==> src/rtl/fwd_hazard_unit.sv <==
// Forwarding-select and hazard-stall unit for an in-order pipeline.
// For each ID source operand it finds the youngest producer stage that
// writes the same register. It registers a forward select for EX, and it
// raises stall/bubble for load-use and memory-wait hazards through a
// two-state controller.
module fwd_hazard_unit #(
  parameter  int NUM_SRC        = 2,
  parameter  int NUM_FWD_STAGES = 2,
  parameter  int REG_ADDR_W     = 5,
  parameter  int LOAD_AVAIL_STG = 1,
  localparam int SEL_W          = $clog2(NUM_FWD_STAGES + 1)
) (
  input  logic                                      clk,
  input  logic                                      rst,
  input  logic                                      flush_i,
  input  logic                                      id_valid_i,
  input  logic [NUM_SRC-1:0][REG_ADDR_W-1:0]        id_rs_i,
  input  logic [NUM_SRC-1:0]                        id_rs_used_i,
  input  logic [NUM_FWD_STAGES-1:0]                 stg_valid_i,
  input  logic [NUM_FWD_STAGES-1:0]                 stg_we_i,
  input  logic [NUM_FWD_STAGES-1:0][REG_ADDR_W-1:0] stg_rd_i,
  input  logic [NUM_FWD_STAGES-1:0]                 stg_is_load_i,
  input  logic                                      mem_ready_i,
  output logic [NUM_SRC-1:0][SEL_W-1:0]             fw_sel_o,
  output logic                                      stall_o,
  output logic                                      bubble_o,
  output logic [31:0]                               stall_cnt_o
);

  typedef enum logic {
    RUN      = 1'b0,
    MEM_WAIT = 1'b1
  } state_e;

  state_e                        state_q, state_d;
  logic [NUM_SRC-1:0][SEL_W-1:0] sel_d;
  logic [NUM_SRC-1:0][SEL_W-1:0] fw_sel_q, fw_sel_d;
  logic [NUM_SRC-1:0]            src_load_use;
  logic [NUM_SRC-1:0]            src_mem_haz;
  logic                          load_use_any;
  logic                          mem_haz_any;
  logic [31:0]                   stall_cnt_q, stall_cnt_d;

  // Per-source youngest-producer search and hazard classification of the winner.
  always_comb begin
    // NOTE: every combinational output gets a default first, so no path leaves it unassigned (no latch).
    sel_d        = '0;
    src_load_use = '0;
    src_mem_haz  = '0;
    for (int s = 0; s < NUM_SRC; s++) begin
      // Scan oldest to youngest so the youngest match is written last and wins.
      for (int k = NUM_FWD_STAGES - 1; k >= 0; k--) begin
        if (id_valid_i && id_rs_used_i[s] && stg_valid_i[k] && stg_we_i[k] &&
            (id_rs_i[s] != '0) && (stg_rd_i[k] == id_rs_i[s])) begin
          sel_d[s]        = SEL_W'(k + 1);
          src_load_use[s] = stg_is_load_i[k] && (k < LOAD_AVAIL_STG);
          src_mem_haz[s]  = stg_is_load_i[k] && (k == LOAD_AVAIL_STG) && !mem_ready_i;
        end
      end
    end
  end

  assign load_use_any = |src_load_use;
  assign mem_haz_any  = |src_mem_haz;

  // State register; reset always lands in RUN.
  always_ff @(posedge clk or negedge rst) begin
    if (!rst) begin
      state_q <= RUN;
    end else begin
      // NOTE: sequential state uses non-blocking assignments so all registers update together at the edge.
      state_q <= state_d;
    end
  end

  // Next-state logic: a load-use hazard outranks a memory hazard; flush always returns to RUN.
  always_comb begin
    state_d = state_q;
    if (flush_i) begin
      state_d = RUN;
    end else begin
      case (state_q)
        RUN:      if (!load_use_any && mem_haz_any) state_d = MEM_WAIT;
        MEM_WAIT: if (mem_ready_i)                  state_d = RUN;
        default:                                    state_d = RUN;
      endcase
    end
  end

  // Output logic: stall/bubble are combinational and held low during reset or flush.
  always_comb begin
    stall_o  = 1'b0;
    bubble_o = 1'b0;
    if (rst && !flush_i) begin
      case (state_q)
        RUN: begin
          if (load_use_any) begin
            stall_o  = 1'b1;
            bubble_o = 1'b1;
          end else if (mem_haz_any) begin
            stall_o = 1'b1;
          end
        end
        MEM_WAIT: stall_o = !mem_ready_i;
        default: ;
      endcase
    end
  end

  // A stalled or flushed cycle sends EX a register-file select.
  assign fw_sel_d = (stall_o || flush_i) ? '0 : sel_d;

  // Saturating stall counter.
  assign stall_cnt_d = (stall_o && (stall_cnt_q != '1)) ? stall_cnt_q + 32'd1 : stall_cnt_q;

  // Forward select and stall counter registers.
  always_ff @(posedge clk or negedge rst) begin
    if (!rst) begin
      fw_sel_q    <= '0;
      stall_cnt_q <= '0;
    end else begin
      fw_sel_q    <= fw_sel_d;
      stall_cnt_q <= stall_cnt_d;
    end
  end

  assign fw_sel_o    = fw_sel_q;
  assign stall_cnt_o = stall_cnt_q;

endmodule

==> config.mk <==
export PLATFORM = sky130hd
export DESIGN_NAME = fwd_hazard_unit
export DESIGN_NICKNAME = d
export VERILOG_FILES = /design/src/rtl/fwd_hazard_unit.sv
export SDC_FILE = /design/constraint.sdc
export NUM_CORES = 1
export LEC_CHECK = 0
export BUFFER_PORTS_ARGS = -buffer_cell sky130_fd_sc_hd__clkbuf_2
export CAP_MARGIN = 10
export CORE_MARGIN = 4
export CORE_UTILIZATION = 50
export CTS_CLUSTER_DIAMETER = 40
export DETAILED_ROUTE_END_ITERATION = 12
export HOLD_SLACK_MARGIN = 0.05
export MAX_ROUTING_LAYER = met4
export PLACE_DENSITY = 0.86
export SYNTH_ARGS = -nofsm -noshare
export SYNTH_HDL_FRONTEND = slang
export SYNTH_SLANG_ARGS = --single-unit
==> constraint.sdc <==
create_clock -name clk -period 5.25 [get_ports clk]
set_input_delay 1.05 -clock clk [delete_from_list [all_inputs] [get_ports clk]]
set_output_delay 1.05 -clock clk [all_outputs]
set_load 0.02 [all_outputs]
==> results of run 1 <==
## worst max-delay path: stages
cell	delay, ns
clkbuf_2	0.11
or4_1	0.51
o211ai_1	0.23
or4_4	0.20
a22oi_1	0.10
o211ai_2	0.20
and2_1	0.23
clkbuf_2	0.20
## placed cells by master, fill, tap and decap left out, types with 2 or more instances in the layout
master / count
nand4_1: 13
and2_1: 3
nand3b_1: 2
nor3_1: 15
buf_4: 5
inv_1: 4
a21oi_1: 2
and4_1: 2
nor4_1: 8
nand2b_1: 2
dfrtp_1: 37
or4_4: 2
o211ai_2: 2
clkbuf_8: 6
nand2_2: 10
nand2_1: 19
nand3_1: 27
xnor2_1: 38
clkbuf_2: 70
nor2_1: 13
xor2_1: 6
and3_1: 5
xnor2_2: 7
or4_1: 2
## cell type report
| class | count | area share (%) |
|---|---|---|
| Multi-Input combinational cell | 185 | 45.6 |
| Sequential cell | 37 | 33.8 |
| Timing Repair Buffer | 75 | 14.1 |
| Clock buffer | 6 | 3.01 |
| Tap cell | 52 | 2.37 |
| Inverter | 4 | 0.548 |
| Clock inverter | 2 | 0.502 |
## per-layer routing
metal  track usage [%]  wire length (um)  up-vias
met2              31.7              2570       58
met4              7.71                93        0
met3              6.28               334       11
met1              25.5              2250      974
met5                 -                 0        -
li1                  -                 -      969
## registers in the layout (all words and copies together) (netlist names)
signal / count
state_q: 1
stall_cnt_o: 32
fw_sel_o: 4
## stage by stage
stage                     cell area [um2]  worst slack, ns  std cells
after floorplan                      2250             1.52        234
after global placement               2650             1.40        353
after detailed placement             2650             1.37        353
after CTS                            2740             1.37        361
after global routing                 2740             1.18        361
final                                2740             1.36        361
## cell families after synthesis
logic type | share of synthesized area [%]
AND/OR/NAND/NOR | 29.8
XOR/XNOR | 22.2
multiplexers | 0.501
adder cells (fa/ha/maj) | 0.556
buffers and inverters | 3.23
AO/OA/AOI/OAI | 2.61
flip-flops | 41.2
## power breakdown
group          switching [mW]  leakage [nW]  internal (mW)
sequential           0.000794         0.517          0.285
combinational          0.0288         0.687         0.0226
clock                   0.105        0.0512          0.106
## how the worst max path moves through the flow
stage / endpoint / slack, ns / cells after the start
after floorplan: stall_o / 1.52 / 7
after global placement: stall_o / 1.40 / 8
after detailed placement: stall_o / 1.37 / 8
after CTS: stall_o / 1.37 / 8
after global routing: stall_o / 1.18 / 8
final: stall_o / 1.36 / 8
==> impl_metrics.py, run 1 <==
metrics = {
    "outcome": {
        "status": "completed",
    },
    "global_routing": {
        "grt_max_degree": 40,
        "grt_pass1_vias": 1937,
        "antenna_found_initial": 0,
        "grt_util_all_layers_pct": 20.6,
        "grt_pass1_wl_um": 8730,
        "grt_overflow": 0,
    },
    "logic_synthesis": {
        "yosysTopAreaCell": "dfrtp_1",
        "synth_most_common_cell": "xnor2_1",
        "synth_top_area_share_pct": 41.2,
        "ys_seq_area_share_pct": 41.2,
        "synth_nets": 268,
        "syn-cell-area_mm2": 0.00225,
        "synth_ff_type": "dfrtp_1",
        "netlist_top_cells_count": "xnor2_1, dfrtp_1, nand3_1",
        "synth_edf_count": 0,
        "synthCells": 234,
        "yosysWarnings": 0,
        "synth_area_leaders": "dfrtp_1, xnor2_1, nand3_1",
        "ys_ff_latch": 37,
        "avgSynthCellArea_um2": 9.61,
        "yosysUniqueCellTypes": 33,
        "async_flop_share_pct": 100,
    },
    "setup_path": {
        "endpoint_kind": "output port",
        "r2r-start": "stall_cnt_o[14]",
        "crit_arrival_ns": 2.84,
        "r2r_slack_ns": 2.96,
        "crit_fanout": 5,
        "critPathKind": "in2out",
        "startpoint": "id_rs_i[1]",
        "reg2reg_to": "stall_cnt_o[6]",
        "startpoint_type": "input port",
        "reg2regPathDepth": 8,
        "required_ns": 4.20,
    },
    "hold_path": {
        "hold_path.startpoint": "stall_cnt_o[28]",
        "whs_path_depth": 1,
        "hp-class": "reg2reg",
        "min_to": "stall_cnt_o[28]",
    },
    "clocking": {
        "cts_buffers": 5,
        "root_buffer": "clkbuf_8",
        "clock_path_buffers": 2,
        "clock_latency_ns": 0.30,
        "holdBufCountCts": 0,
        "h-tree-depth": 2,
        "clk_pin_slew_ns": 0.07,
        "cts_resized": 0,
        "cts_setup_buffers": 0,
        "cts_tree": "yes",
        "cts.sinks": 37,
    },
    "cells_and_area": {
        "syn_to_final_growth_pct": 21.9,
        "n_antenna_cell": 0,
        "seq_area_um2": 926,
        "fin_util_pct": 63.0,
        "multi_input_area_mm2": 0.00125,
        "drive_gt1_share_pct": 33.7,
        "fin_nets": 342,
        "n_fill_cell": 379,
    },
    "route": {
        "vias_per_cell": 5.57,
        "vias": 2012,
        "drc": 0,
        "drt_iter0_markers": 133,
        "drt-wirelength-per-cell_um": 14.5,
        "totalWireLength_um": 5250,
        "drtPass1Iterations": 4,
        "drtAntennaViolNets": 0,
    },
    "sta": {
        "fmax_mhz": 257,
        "finalCriticalPeriod_ns": 3.89,
        "setup_viol": 0,
        "skew_ns": 0.0151,
        "hold_viol": 0,
        "slew_viol_final": 0,
        "fin_hold_ws_ns": 0.495,
        "tightest_slew_ns": 0.679,
        "fin_tns_setup_ns": 0,
        "finalCritPeriodShare_pct": 74.0,
        "rsz0062_at_grt": "false",
        "relSlewSlack_pct": 54.4,
    },
    "floorplanning": {
        "io_pins": 71,
        "die_x_um": 75.1,
        "start_util_pct": 51.7,
        "die-area_mm2": 0.00564,
        "die_h_um": 75.1,
        "coreArea_mm2": 0.00435,
        "fp-row-count": 24,
    },
    "place": {
        "gp_congestion": 0.918,
        "dp_hpwl_um": 4040,
        "io_buffer_count": 70,
    },
    "power_and_ir_drop": {
        "peakVddDrop_v": 0.0000847,
        "power.total_uw": 549,
        "p_leak_nw": 1.26,
        "powerDensity_mw_per_mm2": 200,
    },
    "job": {
        "cap_violations": 0,
    },
}
No activity file was read; power rests on OpenSTA's default activity.
==> run 2, diff against run 1 <==
- clock period: 5.25 -> 4.1 ns (I/O delays scaled with it)
==> run 2 against run 1 <==
  * Non-clock buffer count unchanged
  * Setup slack got worse by 0.69 ns
  * Largest power group unchanged
  * Highest routed layer unchanged
  * Largest cell class unchanged
  * Critical path depth is the same
  * Sequential share of layout area decreased by 0.23 points
==> impl_metrics.py, run 2 (synthesized netlist as in run 1, its figures left out) <==
metrics = {
    "outcome": {
        "status": "completed",
    },
    "job": {
        "cap_violations": 0,
    },
    "clocking": {
        "clock_latency_ns": 0.30,
        "cts_buffers": 5,
        "holdBufCountCts": 0,
        "cts_setup_buffers": 0,
        "clock_path_buffers": 2,
        "cts.sinks": 37,
        "h-tree-depth": 2,
        "cts_resized": 0,
        "root_buffer": "clkbuf_8",
        "clk_pin_slew_ns": 0.08,
        "cts_tree": "yes",
    },
    "setup_path": {
        "crit_path_cell_trace": "clkbuf_2 -> or4_1 -> o211ai_1 -> or4_4 -> a22oi_1 -> o211ai_2 -> and2_1 -> clkbuf_2",
        "crit_arrival_ns": 2.61,
        "reg2regPathDepth": 8,
        "crit_slowest_cell": "or4_1",
        "startpoint_type": "input port",
        "path_depth": 8,
        "crit_family": "simple AND/OR/NAND/NOR gates",
        "cp_num_buf_inv": 2,
        "endpoint_kind": "output port",
        "required_ns": 3.28,
        "cp_common_cell": "clkbuf_2",
        "crit_fanout": 5,
        "critPathKind": "in2out",
        "cpPeakStageDelay_ns": 0.51,
    },
    "place": {
        "gp_congestion": 0.893,
        "placedInstanceArea_mm2": 0.00265,
        "io_buffer_count": 70,
        "dp_hpwl_um": 4110,
    },
    "floorplanning": {
        "die-area_mm2": 0.00564,
        "io_pins": 71,
        "fp-row-count": 24,
        "start_util_pct": 51.7,
        "die_x_um": 75.1,
        "die_h_um": 75.1,
        "coreArea_mm2": 0.00435,
    },
    "route": {
        "drtPass1Iterations": 4,
        "vias": 1993,
        "drt-wirelength-per-cell_um": 14.8,
        "vias_per_cell": 5.52,
        "drc": 0,
        "totalWireLength_um": 5360,
        "drtAntennaViolNets": 0,
        "drt_iter0_markers": 162,
    },
    "power_and_ir_drop": {
        "peakVddDrop_v": 0.000113,
        "powerDensity_mw_per_mm2": 275,
        "p_leak_nw": 1.26,
    },
    "sta": {
        "fmax_mhz": 292,
        "finalCriticalPeriod_ns": 3.43,
        "rsz0062_at_grt": "false",
        "fin_tns_setup_ns": 0,
        "slew_viol_final": 0,
        "finalCritPeriodShare_pct": 83.6,
        "relSlewSlack_pct": 58.5,
        "hold_viol": 0,
        "skew_ns": 0.0107,
        "tightest_slew_ns": 0.618,
        "setup_viol": 0,
    },
    "global_routing": {
        "grt_max_degree": 32,
        "antenna_found_initial": 0,
        "grt_pass1_vias": 1958,
        "grt_util_all_layers_pct": 21.4,
        "grt_overflow": 0,
        "grt_pass1_wl_um": 8970,
    },
    "cells_and_area": {
        "syn_to_final_growth_pct": 22.7,
        "largest_register_ffs": 32,
        "drive_gt1_share_pct": 33.7,
        "n_fill_cell": 364,
        "layout.cells.most_common_list": "clkbuf_2, xnor2_1, dfrtp_1",
        "final_area_mm2": 0.00276,
        "fin_nets": 342,
        "n_antenna_cell": 0,
        "final_common_cell": "clkbuf_2",
    },
    "hold_path": {
        "hp-class": "in2async",
    },
}
run 2: cell count changes in the layout (fill, tap and decap cells not counted):
cell | before | now
clkinv_2 | 1 | 0
clkbuf_8 | 6 | 5
clkinvlp_4 | 0 | 1
bufinv_16 | 0 | 1
run 2: area by class of cell:
cell class                      instances  area [um2]  area share, %
Multi-Input combinational cell        185        1250           45.3
Sequential cell                        37         926           33.5
Timing Repair Buffer                   75         388           14.1
Clock buffer                            5        68.8           2.49
Tap cell                               52        65.1           2.36
Clock inverter                          3        46.3           1.68
Inverter                                4        15.0          0.544
run 2: final timing paths:
check                                startpoint               to  slack (ns)
worst max-delay path                 id_rs_i[1]          stall_o        0.67
worst min-delay path                        rst   stall_cnt_o[2]        0.39
worst max register to register  stall_cnt_o[14]   stall_cnt_o[6]        1.80
worst min register to register  stall_cnt_o[26]  stall_cnt_o[26]        0.49
max in group asynchronous                   rst  stall_cnt_o[22]        3.06
min in group clk                stall_cnt_o[26]  stall_cnt_o[26]        0.49
run 2: through the flow:
step                      total power [mW]  hold WS (ns)  utilization (%)  std cells  worst slack, ns
final                                0.758         0.392             63.4        361            0.671
after global routing                 0.781         0.410             63.4        361            0.559
after CTS                            0.763         0.393             63.4        361            0.686
after detailed placement             0.440         0.484             60.7        353            0.693
after global placement               0.438         0.479             60.7        353            0.717
after floorplan                      0.402         0.524                -        234            0.829
run 2: worst reg2reg max path: stages, from the launching register on:
cell and delay, ns:
dfrtp_1 0.44, nand3_1 0.20, nor3_1 0.32, nand3_1 0.23, nor3_1 0.36, nor2_1 0.09
buf_4 0.20, and4_1 0.21, xor2_1 0.14
run 2: metal layers:
metal,share of wire (%),GRT usage (%),vias to the layer above
met4,1.6,8.89,0
met1,42,26.3,946
met2,50,33.6,73
li1,-,-,964
met5,0,-,-
met3,6.2,5.47,10
run 2: where the power goes:
group / switching (mW) / internal, mW
logic: 0.0366 / 0.0289
clock network: 0.144 / 0.182
registers: 0.00101 / 0.365
==> run 3, diff against run 2 <==
- ABC_AREA: unset -> 1
- PLACE_DENSITY: 0.86 -> 0.83
- clock period: 4.1 -> 3.4 ns (I/O delays scaled with it)
==> run 3 against run 2 <==
  * Sequential share of layout area down 5.8 points
  * Clock skew down 0.0042 ns
  * Total power up 17%
  * Wire length up 31%
  * Count of clock-buffer cells in the layout up 2
==> impl_metrics.py, run 3 <==
metrics = {
    "clocking": {
        "cts_resized": 0,
        "cts_setup_buffers": 0,
        "cts.sinks": 37,
        "root_buffer": "clkbuf_8",
        "holdBufCountCts": 0,
        "cts_tree": "yes",
        "clock_path_buffers": 2,
        "clk_pin_slew_ns": 0.07,
        "h-tree-depth": 2,
        "clock_latency_ns": 0.29,
        "cts_buffers": 5,
    },
    "setup_path": {
        "endpoint_kind": "output port",
        "crit_family": "simple AND/OR/NAND/NOR gates",
        "reg2reg_to": "stall_cnt_o[30]",
        "crit_arrival_ns": 2.22,
        "startpoint_type": "input port",
        "cpPeakStageDelay_ns": 0.27,
        "crit_path_cell_trace": "clkbuf_2 -> xnor2_1 -> nand2_1 -> nor2_1 -> nand2_2 -> nand2_1 -> nand2_1 -> nand2_1 -> nand2_2 -> nand2_1 -> inv_1 -> clkbuf_2",
        "r2r-start": "stall_cnt_o[0]",
        "critPathKind": "in2out",
        "cp_common_cell": "nand2_1",
        "r2r_slack_ns": 1.42,
        "crit_fanout": 25,
        "reg2regPathDepth": 10,
        "crit_slowest_cell": "nand2_2",
        "required_ns": 2.72,
        "cp_num_buf_inv": 3,
    },
    "logic_synthesis": {
        "async_flop_share_pct": 100,
        "synthCells": 445,
        "synth_ff_type": "dfrtp_1",
        "ys_ff_latch": 37,
        "synth_nets": 479,
        "synth_top_area_share_pct": 32.5,
        "syn-cell-area_mm2": 0.00285,
        "ys_seq_area_share_pct": 32.5,
        "yosysWarnings": 0,
        "synth_edf_count": 0,
        "yosysTopAreaCell": "dfrtp_1",
        "synth_most_common_cell": "nand2_1",
        "avgSynthCellArea_um2": 6.41,
        "yosysUniqueCellTypes": 27,
        "netlist_top_cells_count": "nand2_1, inv_1, nor2_1",
        "synth_area_leaders": "dfrtp_1, nand2_1, nand4_1",
    },
    "global_routing": {
        "grt_util_all_layers_pct": 21.4,
        "use_met1_pct": 23.9,
        "grt_pass1_wl_um": 12500,
        "antenna_found_initial": 0,
        "grtUsageMet2_pct": 38.7,
        "grt_overflow": 0,
        "grt_max_degree": 58,
        "grt_pass1_vias": 2994,
        "busiest_layer": "met2",
        "grtUsageMet3_pct": 4.05,
    },
    "power_and_ir_drop": {
        "peakVddDrop_v": 0.000157,
        "p_seq_share_pct": 50.1,
        "power_switching_uw": 223,
        "power.share.combinational_pct": 11.5,
        "p_sw_share_pct": 25.3,
        "powerDensity_mw_per_mm2": 265,
        "p_clk_share_pct": 38.4,
        "internal-power_uw": 660,
        "p_leak_nw": 1.78,
    },
    "cells_and_area": {
        "n_antenna_cell": 0,
        "n_fill_cell": 514,
        "syn_to_final_growth_pct": 17.0,
        "fin_nets": 546,
        "drive_gt1_share_pct": 21.4,
        "largest_register_ffs": 32,
        "layout.cells.most_common_list": "nand2_1, clkbuf_2, inv_1",
        "final_common_cell": "nand2_1",
    },
    "place": {
        "io_buffer_count": 70,
        "dp_hpwl_um": 5420,
        "pre_cts_slack_ns": 0.530,
        "gp_congestion": 0.916,
    },
    "sta": {
        "slew_viol_final": 0,
        "finalCritPeriodShare_pct": 85.2,
        "skew_ns": 0.00642,
        "relSlewSlack_pct": 64.1,
        "fin_tns_setup_ns": 0,
        "hold_viol": 0,
        "rsz0062_at_grt": "false",
        "finalCriticalPeriod_ns": 2.90,
        "tightest_slew_ns": 0.539,
        "fmax_mhz": 345,
        "setup_viol": 0,
        "setup_ws_ns": 0.503,
    },
    "route": {
        "drtAntennaViolNets": 0,
        "vias": 3073,
        "drt_iter0_markers": 206,
        "drt-wirelength-per-cell_um": 12.0,
        "vias_per_cell": 5.25,
        "drc": 0,
        "totalWireLength_um": 7020,
        "drtPass1Iterations": 6,
    },
    "floorplanning": {
        "io_pins": 71,
        "die_x_um": 83.5,
        "fp-row-count": 27,
        "start_util_pct": 51.8,
        "coreArea_mm2": 0.00551,
        "die-area_mm2": 0.00698,
        "die_h_um": 83.5,
    },
    "hold_path": {
        "hp-class": "in2async",
    },
    "outcome": {
        "status": "completed",
    },
    "job": {
        "cap_violations": 0,
    },
}
run 3: changes by cell type after synthesis, moves of 6 or more:
cell,previous run,this run
inv_1,4,62
nand2_1,19,153
xnor2_1,38,10
nand4_1,13,38
inv_2,0,9
nor3_1,15,7
nor2_1,13,49
nand3_1,27,36
nand2_2,10,4
xnor2_2,7,0
run 3: per-stage QoR:
step | power (mW) | cell area [um2] | hold slack [ns] | util, % | cells
after global routing | 0.923 | 3340 | 0.538 | 60.6 | 585
after floorplan | 0.503 | 2850 | 0.384 | - | 445
after global placement | 0.549 | 3230 | 0.476 | 58.7 | 577
final | 0.883 | 3340 | 0.508 | 60.6 | 585
after detailed placement | 0.552 | 3230 | 0.504 | 58.7 | 577
after CTS | 0.887 | 3340 | 0.520 | 60.6 | 585
run 3: logic make-up (layout without fill, tap and decap cells):
kind of cell | after synthesis | count (layout) | synth area share (%)
DFF | 37 | 37 | 32.5
and+or+nand+nor | 304 | 304 | 49.1
adders and majority gates | 1 | 1 | 0.439
xor gates and xnor gates | 14 | 14 | 4.30
buffers and inverters | 84 | 152 | 12.6
AOI/OAI and AO/OA | 5 | 5 | 1.14
run 3: worst reg2reg max path: stages, from the launching register on:
cell     delay (ns)
dfrtp_1        0.45
ha_1           0.24
nand3_2        0.12
nor2_4         0.18
nand3_4        0.13
nor2_4         0.15
nand3_2        0.13
nor3_1         0.23
nand3_1        0.11
nand2_1        0.09
nand2_1        0.05
run 3: area by class of cell:
cell class / count / area [um2] / share of cell area (%)
clock inverters: 1 / 5.00 / 0.150
multi-input cells: 324 / 1580 / 47.3
well taps: 72 / 90.1 / 2.70
clock buffers: 7 / 96.3 / 2.89
flip-flops and latches: 37 / 926 / 27.8
repair buffers: 73 / 373 / 11.2
inverters: 71 / 267 / 7.99
run 3: metal layers:
metal / part of all wire [%] / routed length, um / vias to the layer above
li1: - / - / 1545
met1: 42 / 2970 / 1420
met2: 51 / 3570 / 93
met3: 5.1 / 360 / 15
met4: 1.8 / 128 / 0
met5: 0 / 0 / -
run 3: worst max-delay path by stage:
stage	startpoint	end	slack (ns)	cells past startpoint
2_1_floorplan	id_rs_used_i[0]	bubble_o	0.87	8
3_3_place_gp	id_rs_i[7]	stall_o	0.60	13
3_5_place_dp	id_rs_i[5]	stall_o	0.53	13
4_1_cts	id_rs_i[5]	stall_o	0.51	12
5_1_grt	id_rs_i[3]	stall_o	0.30	14
6_report	id_rs_i[5]	stall_o	0.50	12
run 3: power by group through the flow:
stage	registers (mW)	clock network, mW	logic [mW]
final	0.442	0.339	0.101
after global routing	0.442	0.365	0.116
after CTS	0.442	0.343	0.101
after detailed placement	0.451	0	0.101
after global placement	0.451	0	0.0981
after floorplan	0.452	0	0.0512
